--- src/rtl/apb_mst_pkg.sv ---
// Shared types and default widths for the APB config master.
// State encoding and command bundle used by the FIFO and the top.
package apb_mst_pkg;

  localparam int APB_MST_AW      = 12;
  localparam int APB_MST_DW      = 32;
  localparam int APB_MST_DEPTH   = 4;
  localparam int APB_MST_TIMEOUT = 256;

  typedef enum logic [1:0] {
    IDLE   = 2'd0,
    SETUP  = 2'd1,
    ACCESS = 2'd2
  } apb_mst_state_e;

  typedef struct packed {
    logic                  write;
    logic [APB_MST_AW-1:0] addr;
    logic [APB_MST_DW-1:0] wdata;
  } apb_mst_cmd_t;

  function automatic int apb_mst_ptr_w(input int depth);
    return $clog2(depth) + 1;
  endfunction

endpackage

--- src/rtl/apb_mst_cmd_fifo.sv ---
// Synchronous command FIFO; extra pointer bit separates full from empty.
// No bypass: a push while full is refused even if a pop happens.
module apb_mst_cmd_fifo
  import apb_mst_pkg::*;
#(
  parameter type T     = apb_mst_cmd_t,
  parameter int  DEPTH = APB_MST_DEPTH
) (
  input  logic clk,
  input  logic rst,
  input  logic push,
  input  T     wdata,
  input  logic pop,
  output T     rdata,
  output logic full,
  output logic empty
);

  localparam int PW = apb_mst_ptr_w(DEPTH) - 1;

  logic [PW:0] wptr;
  logic [PW:0] rptr;
  T            mem [DEPTH];
  logic        do_push;
  logic        do_pop;

  assign empty   = (wptr == rptr);
  assign full    = (wptr[PW] != rptr[PW]) &&
                   (wptr[PW-1:0] == rptr[PW-1:0]);
  assign do_push = push && !full;
  assign do_pop  = pop && !empty;
  assign rdata   = mem[rptr[PW-1:0]];

  // pointer update; wraps naturally through the extra bit
  always_ff @(posedge clk) begin
    if (rst) begin
      wptr <= '0;
      rptr <= '0;
    end else begin
      if (do_push) wptr <= wptr + (PW+1)'(1);
      if (do_pop)  rptr <= rptr + (PW+1)'(1);
    end
  end

  // storage write; contents need no reset
  always_ff @(posedge clk) begin
    if (do_push) mem[wptr[PW-1:0]] <= wdata;
  end

endmodule

--- src/rtl/apb_cfg_master.sv ---
// APB3 initiator: queues commands, runs SETUP/ACCESS, returns responses.
// Optional ACCESS timeout enabled by defining APB_MST_TIMEOUT_EN.
module apb_cfg_master
  import apb_mst_pkg::*;
#(
  parameter int AW          = APB_MST_AW,
  parameter int DW          = APB_MST_DW,
  parameter int DEPTH       = APB_MST_DEPTH,
  parameter int TIMEOUT_CYC = APB_MST_TIMEOUT
) (
  input  logic          clk,
  input  logic          rst,
  input  logic          cmd_valid,
  output logic          cmd_ready,
  input  logic          cmd_write,
  input  logic [AW-1:0] cmd_addr,
  input  logic [DW-1:0] cmd_wdata,
  output logic          rsp_valid,
  input  logic          rsp_ready,
  output logic          rsp_write,
  output logic [DW-1:0] rsp_rdata,
  output logic          rsp_err,
  output logic          rsp_timeout,
  output logic          busy,
  output logic [AW-1:0] paddr,
  output logic [DW-1:0] pwdata,
  output logic          pwrite,
  output logic          psel,
  output logic          penable,
  input  logic [DW-1:0] prdata,
  input  logic          pready,
  input  logic          pslverr
);

  typedef struct packed {
    logic          write;
    logic [AW-1:0] addr;
    logic [DW-1:0] wdata;
  } cmd_t;

  apb_mst_state_e state;
  apb_mst_state_e state_nxt;

  cmd_t push_cmd;
  cmd_t head;
  logic full;
  logic empty;
  logic issue;
  logic done;
  logic rsp_free;
  logic timeout_hit;

  assign push_cmd = '{write: cmd_write,
                      addr:  cmd_addr,
                      wdata: cmd_wdata};

  assign cmd_ready = !full && !rst;
  assign rsp_free  = !rsp_valid || rsp_ready;
  assign psel      = (state != IDLE);
  assign penable   = (state == ACCESS);
  assign busy      = !empty || (state != IDLE) || rsp_valid;

  apb_mst_cmd_fifo #(
    .T     (cmd_t),
    .DEPTH (DEPTH)
  ) u_fifo (
    .clk   (clk),
    .rst   (rst),
    .push  (cmd_valid && cmd_ready),
    .wdata (push_cmd),
    .pop   (issue),
    .rdata (head),
    .full  (full),
    .empty (empty)
  );

  // state register
  always_ff @(posedge clk) begin
    if (rst) state <= IDLE;
    else     state <= state_nxt;
  end

  // next state; issue only when the response slot will be free
  always_comb begin
    state_nxt = state;
    issue     = 1'b0;
    done      = 1'b0;
    unique case (state)
      IDLE: begin
        if (!empty && rsp_free) begin
          issue     = 1'b1;
          state_nxt = SETUP;
        end
      end
      SETUP: state_nxt = ACCESS;
      ACCESS: begin
        if (pready || timeout_hit) begin
          done      = 1'b1;
          state_nxt = IDLE;
        end
      end
      default: state_nxt = IDLE;
    endcase
  end

  // APB address/data held from pop until the next pop
  always_ff @(posedge clk) begin
    if (rst) begin
      paddr  <= '0;
      pwdata <= '0;
      pwrite <= 1'b0;
    end else if (issue) begin
      paddr  <= head.addr;
      pwdata <= head.wdata;
      pwrite <= head.write;
    end
  end

  // response register; held until consumed
  always_ff @(posedge clk) begin
    if (rst) begin
      rsp_valid   <= 1'b0;
      rsp_write   <= 1'b0;
      rsp_rdata   <= '0;
      rsp_err     <= 1'b0;
      rsp_timeout <= 1'b0;
    end else if (done) begin
      rsp_valid   <= 1'b1;
      rsp_write   <= pwrite;
      rsp_rdata   <= (pwrite || timeout_hit) ? '0 : prdata;
      rsp_err     <= timeout_hit || pslverr;
      rsp_timeout <= timeout_hit;
    end else if (rsp_ready) begin
      rsp_valid   <= 1'b0;
    end
  end

`ifdef APB_MST_TIMEOUT_EN
  localparam int TW = (TIMEOUT_CYC > 1) ? $clog2(TIMEOUT_CYC) : 1;

  logic [TW-1:0] to_cnt;

  // ACCESS cycle counter; zero on entry, saturates at the limit
  always_ff @(posedge clk) begin
    if (rst || state != ACCESS)
      to_cnt <= '0;
    else if (to_cnt != TW'(TIMEOUT_CYC - 1))
      to_cnt <= to_cnt + TW'(1);
  end

  assign timeout_hit = (state == ACCESS) && !pready &&
                       (to_cnt == TW'(TIMEOUT_CYC - 1));
`else
  assign timeout_hit = 1'b0;
`endif

endmodule

--- config.mk ---
export PLATFORM = sky130hd
export DESIGN_NAME = apb_cfg_master
export DESIGN_NICKNAME = d
export VERILOG_FILES = /design/src/rtl/apb_mst_pkg.sv /design/src/rtl/apb_mst_cmd_fifo.sv /design/src/rtl/apb_cfg_master.sv
export SDC_FILE = /design/constraint.sdc
export NUM_CORES = 1
export LEC_CHECK = 0
export ABC_AREA = 1
export CORE_ASPECT_RATIO = 1.75
export CORE_UTILIZATION = 45
export CTS_BUF_LIST = sky130_fd_sc_hd__clkbuf_16
export CTS_CLUSTER_DIAMETER = 40
export DETAILED_ROUTE_END_ITERATION = 10
export PLACE_DENSITY = 0.69
export REMOVE_ABC_BUFFERS = 1
export SYNTH_ARGS = -nofsm -noshare
export SYNTH_HDL_FRONTEND = slang
export SYNTH_SLANG_ARGS = --single-unit
--- constraint.sdc ---
create_clock -name clk -period 4.9 [get_ports clk]
set_clock_uncertainty 0.1 [all_clocks]
set_input_delay 0.98 -clock clk [delete_from_list [all_inputs] [get_ports clk]]
set_output_delay 0.98 -clock clk [all_outputs]
set_load 0.02 [all_outputs]
==> results.yml, run 1 <==
placed_design:
  preCtsSetupSlack_ns: 1.23
  portBuffers: 166
  gp_congestion: 0.745
  dp_hpwl_um: 13900
pwr:
  p_int_w: 0.00459
  vdd_drop_max_uv: 379
  p_seq_share_pct: 40.4
  leakagePower_nw: 4.42
  switching_power_w: 0.00246
  p_clk_share_pct: 26.6
  switching_share_pct: 34.9
  powerDensity_nw_per_um2: 555
  combinationalPowerShare_pct: 33.0
synth:
  synth_top_area_share_pct: 54.1
  ys_top_cells_by_count: "nor2_1, edfxtp_1, o21ai_0, dfxtp_1, nand2_1"
  yosysTopAreaCell: "edfxtp_1"
  ys_async_sr_fraction_pct: 0
  ys_types: 27
  syn-cell-area_sq_um: 10000
  seq_area_frac_synth_pct: 71.7
  synth_edf_count: 180
  synth_most_common_cell: "nor2_1"
  avgSynthCellArea_sq_um: 11.4
  ys_seq_elements: 268
  syn_inst: 880
  synthTopCellsByArea: "edfxtp_1, dfxtp_1, nor2_1"
  ys_warn_count: 0
  ys.flop_type: "edfxtp_1"
critical_path:
  required_ns: 3.82
  worst_ep_arrival_time_ns: 2.46
  r2r_cells: 7
  r2r_start: "u_fifo.rptr[0]"
  worstSetupStartpointType: "input pin"
  path_class: "in2out"
  endpoint: "cmd_ready"
  cp-end-kind: "output port"
  startpoint: "rst"
  rrSetupSlack_ns: 2.02
  rr_endpoint: "pwdata[17]"
  cp_max_fo: 20
clocking:
  htree_levels: 1
  clk-insertion-delay-late_ns: 0.53
  cts_root_buffer: "clkbuf_16"
  clkSinkCount: 268
  cts_setup_buffers: 0
  clkTransAtPathRegs_ns: 0.06
  hold_buffers: 0
  cts_buffers: 26
  ctsResizeCount: 0
  cts_tree: "yes"
  cts_buffer_depth: 3
global_route:
  grt_overflow: 0
  groute.usage.overall_pct: 19.4
  antenna_found_initial: 0
  grt_max_degree: 93
  grt_pass1_vias: 6816
  grt_pass1_wl_um: 34100
layout:
  final_nets: 1121
  fillers: 1863
  n_antenna_cell: 0
  area_growth_pct: 27.0
  drive_gt1_share_pct: 6.74
sta:
  holdWs_ns: 0.365
  slew_headroom_pct: 38.3
  rsz0062_at_grt: "no"
  fin_tns_setup_ns: 0
  setup_violations: 0
  setup_ws_ns: 1.36
  drv_slew: 0
  tightest_slew_ns: 0.925
  period_needed_ns: 3.54
  fmax_mhz: 282
  hold_viol: 0
  min_period_over_period_pct: 72.3
floorplan:
  die_area_sq_um: 22800
  dieWidth_um: 115
  coreArea_sq_um: 21700
  die_h_um: 199
  ioPinCount: 168
  start_util_pct: 46.1
  num_rows: 71
worst_hold_path:
  min_path_type: "reg2reg"
routing:
  vias_per_cell: 5.08
  firstDrtPassIters: 5
  routedWlPerCell_um: 16.5
  drc: 0
  ant_nets: 0
  vias: 6834
  drt_iter0_drc: 464
  wl_um: 22200
run_status:
  status: "finished clean"
job:
  drv_cap: 0
layout by cell type, fill, tap and decap left out, drive strengths merged:
| cell type | netlist | routed |
|---|---|---|
| a211oi | 1 | 1 |
| a21oi | 15 | 15 |
| a22oi | 21 | 21 |
| and3 | 1 | 1 |
| buf | 26 | 14 |
| clkbuf | 29 | 27 |
| clkdlybuf4s50 | 0 | 166 |
| clkinv | 0 | 9 |
| clkinvlp | 0 | 1 |
| conb | 1 | 1 |
| dfxtp | 88 | 88 |
| edfxtp | 180 | 180 |
| ha | 5 | 5 |
| inv | 17 | 28 |
| nand2 | 40 | 40 |
| nand3 | 6 | 6 |
| nand3b | 1 | 1 |
| nand4 | 2 | 2 |
| nor2 | 261 | 261 |
| o21ai | 182 | 182 |
| or2 | 1 | 1 |
| xnor2 | 1 | 1 |
| xor2 | 2 | 2 |
cells by family after synthesis:
group                      after synthesis  share of synthesized area, %
buffers and inverters                   72                          3.48
and+or+nand+nor                        312                          12.3
DFF                                    268                          71.7
xor gates and xnor gates                 3                         0.338
other                                    1                        0.0375
AOI/OAI and AO/OA                      219                          11.5
adders and majority gates                5                         0.626
final cells by class:
type | count | area (sq um) | share of cell area, %
clock buffers | 27 | 676 | 5.32
inverters | 17 | 68.8 | 0.542
repair buffers | 180 | 1770 | 13.9
well taps | 292 | 365 | 2.88
flip-flops and latches | 268 | 7170 | 56.5
clock inverters | 21 | 134 | 1.05
multi-input cells | 540 | 2510 | 19.8
power by group through the flow:
| stage | Clock, W | Sequential (W) | Combinational, W |
|---|---|---|---|
| final | 0.00187 | 0.00285 | 0.00233 |
| after global routing | 0.00200 | 0.00288 | 0.00258 |
| after CTS | 0.00191 | 0.00285 | 0.00237 |
| after detailed placement | 0 | 0.00290 | 0.00236 |
| after global placement | 0 | 0.00289 | 0.00232 |
| after floorplan | 0 | 0.00325 | 0.000988 |
flip-flops by register name (all words and copies together) (netlist names):
| register | cells |
|---|---|
| u_fifo.mem | 180 |
| rsp_rdata | 32 |
| pwrite | 1 |
| rsp_valid | 1 |
| rsp_write | 1 |
| paddr | 12 |
| state | 2 |
| pwdata | 32 |
| u_fifo.wptr | 3 |
| u_fifo.rptr | 3 |
| rsp_err | 1 |
critical path: stages:
cell,delay (ns)
clkdlybuf4s50_1,0.43
inv_2,0.27
nand2_1,0.09
inv_1,0.09
clkdlybuf4s50_1,0.61
worst min-delay path by stage:
| stage | from | endpoint | slack, ns | cells after the start |
|---|---|---|---|---|
| final | rsp_rdata[29] | rsp_rdata[29] | 0.36 | 2 |
| after global routing | rsp_rdata[29] | rsp_rdata[29] | 0.38 | 2 |
| after CTS | rsp_rdata[30] | rsp_rdata[30] | 0.37 | 2 |
| after detailed placement | rsp_write | rsp_write | 0.35 | 2 |
| after global placement | rsp_write | rsp_write | 0.35 | 2 |
| after floorplan | u_fifo.rptr[2] | u_fifo.rptr[2] | 0.37 | 2 |
metal layers:
layer | global-route usage (%) | vias up | wire [um]
met5 | 0 | - | 0
met4 | 7.74 | 0 | 730
met3 | 3.03 | 46 | 1400
met2 | 37.4 | 222 | 12000
met1 | 20.8 | 3221 | 8120
li1 | - | 3345 | -
stage by stage:
step	utilization, %	area (sq um)	instances	power, W
3_5_place_dp	54.8	11900	1297	0.00525
3_3_place_gp	54.8	11900	1297	0.00521
6_report	58.6	12700	1345	0.00705
2_1_floorplan	-	9720	825	0.00424
5_1_grt	58.6	12700	1345	0.00746
4_1_cts	58.6	12700	1345	0.00713
Power figures use the tool's default switching activity.
==> run 2, diff against run 1 <==
PLACE_DENSITY = 0.72   (was 0.69)
clock period = 3.2 ns   (was 4.9 ns; I/O delays follow)
==> results.yml, run 2 (synthesized netlist as in run 1, its figures left out) <==
floorplan:
  ioPinCount: 168
  coreArea_sq_um: 21700
  num_rows: 71
  dieWidth_um: 115
  die_area_sq_um: 22800
  start_util_pct: 46.1
  die_h_um: 199
critical_path:
  cp-end-kind: "output port"
  cp_slowest_cell: "clkdlybuf4s50_1"
  worst-path-buf-inv: 3
  path_class: "reg2out"
  worstSetupStartpointType: "flip-flop"
  critical_path.most_common_cell: "nand2_1"
  slowest_delay_ns: 0.61
  cp_max_fo: 35
  crit_family: "buffers and inverters"
  required_ns: 2.46
  worstPathCellList: "inv_1 > nand2_1 > nand2_1 > nand3_1 > nand2_1 > inv_1 > clkdlybuf4s50_1"
  worst_ep_arrival_time_ns: 2.23
layout:
  largest_reg_flops: 180
  mostFrequentLayoutCell: "nor2_1"
  finish.utilization_pct: 58.7
  drive_gt1_share_pct: 6.27
  final_nets: 1122
  area_growth_pct: 27.3
  mostFrequentLayoutCells: "nor2_1, edfxtp_1, clkdlybuf4s50_1"
  final_cells: 1345
global_route:
  grt_pass1_vias: 6620
  groute.usage.overall_pct: 18.8
  grt_pass1_wl_um: 33000
  grt_max_degree: 92
  antenna_found_initial: 1
  grt_overflow: 0
clocking:
  cts_root_buffer: "clkbuf_16"
  cts_buffers: 24
  hold_buffers: 0
  cts_buffer_depth: 3
  cts_setup_buffers: 0
  ctsResizeCount: 0
  cts_tree: "yes"
  htree_levels: 1
  clkTransAtPathRegs_ns: 0.07
  clkSinkCount: 268
  clk-insertion-delay-late_ns: 0.51
routing:
  vias: 6829
  drt_iter0_drc: 427
  firstDrtPassIters: 4
  drc: 0
  vias_per_cell: 5.08
  routedWlPerCell_um: 16.0
  ant_nets: 0
  wl_um: 21500
sta:
  fin_tns_setup_ns: 0
  tightest_slew_ns: 0.905
  min_period_over_period_pct: 92.9
  drv_slew: 0
  fmax_mhz: 336
  hold_viol: 0
  setup_violations: 0
  rsz0062_at_grt: "no"
  slew_headroom_pct: 39.7
  period_needed_ns: 2.97
pwr:
  p_int_w: 0.00715
  switching_share_pct: 33.7
  switching_power_w: 0.00364
  vdd_drop_max_uv: 675
  leakagePower_nw: 4.43
  p_clk_share_pct: 26.5
  powerDensity_nw_per_um2: 847
  combinationalPowerShare_pct: 32.7
  p_total_w: 0.0108
  p_seq_share_pct: 40.8
placed_design:
  placedCellCount: 1300
  gp_congestion: 0.738
  dp_hpwl_um: 13300
  portBuffers: 166
worst_hold_path:
  min_path_type: "reg2reg"
job:
  drv_cap: 0
run_status:
  status: "finished clean"
-- run 2: changes by cell type in the layout (fill, tap and decap cells not counted), moves of 3 or more --
cell / before / now
clkinv_2: 5 / 0
inv_8: 3 / 0
clkinvlp_4: 0 / 3
bufinv_16: 0 / 3
inv_1: 19 / 22
-- run 2: layer usage --
metal | share of wire, % | global-route usage, % | wire length (um) | vias to the layer above
li1 | - | - | - | 3344
met1 | 37 | 20.1 | 8050 | 3249
met2 | 54 | 36.7 | 11700 | 201
met3 | 5.3 | 2.73 | 1130 | 35
met4 | 2.8 | 7.22 | 604 | 0
met5 | 0 | 0 | 0 | -
-- run 2: worst reg2reg max path, stage by stage (launching register included) --
cell     delay (ns)
dfxtp_4        0.57
inv_1          0.08
nand2_1        0.07
nand2_1        0.09
nand3_1        0.15
nand3_1        0.38
nor2_4         0.21
buf_4          0.44
-- run 2: power groups by stage --
stage | clock network [W] | registers, W | logic, W
2_1_floorplan | 0 | 0.00498 | 0.00151
3_3_place_gp | 0 | 0.00447 | 0.00353
3_5_place_dp | 0 | 0.00449 | 0.00357
4_1_cts | 0.00294 | 0.00441 | 0.00359
5_1_grt | 0.00307 | 0.00446 | 0.00391
6_report | 0.00286 | 0.00440 | 0.00353
-- run 2: metrics by stage --
step | setup WS [ns] | cell area, sq um | hold slack [ns]
5_1_grt | 0.0738 | 12700 | 0.386
2_1_floorplan | -1.50 | 9720 | 0.372
4_1_cts | 0.191 | 12700 | 0.365
3_3_place_gp | 0.480 | 11900 | 0.350
6_report | 0.227 | 12700 | 0.364
3_5_place_dp | 0.468 | 11900 | 0.355
-- run 2: final timing paths --
check                 start                 to  slack (ns)  cells past startpoint
max          u_fifo.rptr[1]          cmd_ready        0.23                      7
min           rsp_rdata[30]      rsp_rdata[30]        0.36                      2
max reg2reg  u_fifo.rptr[1]  u_fifo.mem[2][28]        0.72                      7
min reg2reg   rsp_rdata[30]      rsp_rdata[30]        0.36                      2
-- run 2: area by class of cell --
cell class | instances | area, sq um
clock buffers | 25 | 626
inverters | 17 | 68.8
repair buffers | 183 | 1800
multi-input cells | 540 | 2510
flip-flops and latches | 268 | 7170
diodes | 1 | 2.50
clock inverters | 19 | 179
fillers | 1815 | 8940
well taps | 292 | 365
==> run 3, diff against run 2 <==
DONT_BUFFER_PORTS = 1   (was default)
PLACE_DENSITY = default   (was 0.72)
==> results.yml, run 3 (synthesized netlist as in run 1, its figures left out) <==
run_status:
  status: "finished clean"
pwr:
  p_total_w: 0.0100
  switching_share_pct: 35.8
  switching_power_w: 0.00360
  p_seq_share_pct: 48.3
  p_int_w: 0.00645
  leakagePower_nw: 3.76
  vdd_drop_max_uv: 616
  combinationalPowerShare_pct: 22.8
  powerDensity_nw_per_um2: 906
  p_clk_share_pct: 28.9
clocking:
  cts_buffers: 24
  cts_setup_buffers: 0
  ctsResizeCount: 0
  cts_buffer_depth: 3
  hold_buffers: 0
  cts_root_buffer: "clkbuf_16"
  cts_tree: "yes"
  clkTransAtPathRegs_ns: 0.07
  clk-insertion-delay-late_ns: 0.51
  htree_levels: 1
  clkSinkCount: 268
routing:
  firstDrtPassIters: 4
  vias_per_cell: 5.20
  routedWlPerCell_um: 17.1
  drt_iter0_drc: 345
  wl_um: 20100
  drc: 0
  ant_nets: 0
  vias: 6104
layout:
  area_growth_pct: 10.9
  mostFrequentLayoutCells: "nor2_1, edfxtp_1, o21ai_0"
  fillers: 1928
  regArea_sq_um: 7170
  mostFrequentLayoutCell: "nor2_1"
  drive_gt1_share_pct: 8.28
  largest_reg_flops: 180
  final_nets: 952
  fin_area_sq_um: 11100
  multi_input_area_sq_um: 2510
  n_antenna_cell: 0
placed_design:
  dpl-instance-area_sq_um: 10300
  preCtsSetupSlack_ns: 0.969
  dp_hpwl_um: 11200
  portBuffers: 0
  gp_congestion: 0.722
critical_path:
  cp_max_fo: 5
  path_class: "reg2out"
  worst_ep_arrival_time_ns: 1.62
  worstSetupStartpointType: "flip-flop"
  required_ns: 2.46
  cp-end-kind: "output port"
global_route:
  grt_pass1_vias: 5895
  groute.usage.overall_pct: 17.6
  grt_max_degree: 54
  grt_pass1_wl_um: 30400
  antenna_found_initial: 0
  grt_overflow: 0
sta:
  rsz0062_at_grt: "no"
  setup_ws_ns: 0.836
  slew_headroom_pct: 55.2
  period_needed_ns: 2.36
  fin_tns_setup_ns: 0
  tightest_slew_ns: 0.671
  holdWs_ns: 0.0872
  drv_slew: 0
  setup_violations: 0
  hold_viol: 0
  min_period_over_period_pct: 73.9
  fmax_mhz: 423
floorplan:
  dieWidth_um: 115
  die_area_sq_um: 22800
  num_rows: 71
  coreArea_sq_um: 21700
  die_h_um: 199
  ioPinCount: 168
  start_util_pct: 46.1
worst_hold_path:
  min_path_type: "in2reg"
job:
  drv_cap: 0
## run 3: worst paths after layout
| kind | start | to | slack, ns | depth (start not counted) |
|---|---|---|---|---|
| setup / recovery | u_fifo.wptr[1] | cmd_ready | 0.84 | 6 |
| hold / removal | rst | rsp_rdata[30] | 0.09 | 1 |
| setup reg to reg | u_fifo.wptr[1] | u_fifo.mem[2][12] | 0.97 | 7 |
| hold reg to reg | u_fifo.wptr[2] | u_fifo.wptr[2] | 0.41 | 2 |
## run 3: cell type report
class	instances	area share, %
flip-flops and latches	268	64.7
clock inverters	19	1.74
inverters	17	0.632
well taps	292	3.29
clock buffers	25	5.64
multi-input cells	540	22.7
repair buffers	13	1.33
## run 3: metal layers
layer	share of wire (%)	vias to the layer above	GRT usage [%]
met5	0	-	0
met4	2.2	0	7.55
met3	8.2	33	4.55
met2	52	199	32.9
met1	37	2865	18.2
li1	-	3007	-
## run 3: metrics by stage
| stage | util, % | std cells |
|---|---|---|
| 2_1_floorplan | - | 825 |
| 3_3_place_gp | 47.4 | 1130 |
| 3_5_place_dp | 47.4 | 1130 |
| 4_1_cts | 51.2 | 1174 |
| 5_1_grt | 51.2 | 1174 |
| 6_report | 51.2 | 1174 |
## run 3: power by group through the flow
stage / sequential, W / clock (W) / combinational, W
global placement: 0.00493 / 0 / 0.00232
finish: 0.00486 / 0.00290 / 0.00229
CTS: 0.00487 / 0.00297 / 0.00236
detailed placement: 0.00494 / 0 / 0.00236
floorplan: 0.00498 / 0 / 0.00151
global route: 0.00492 / 0.00311 / 0.00267
## run 3: critical path, cell delays in order (launching register included)
cell     delay (ns)
dfxtp_1        0.41
inv_1          0.11
nand2_1        0.07
nand2_1        0.09
nand3_1        0.16
nand2_1        0.07
inv_1          0.21
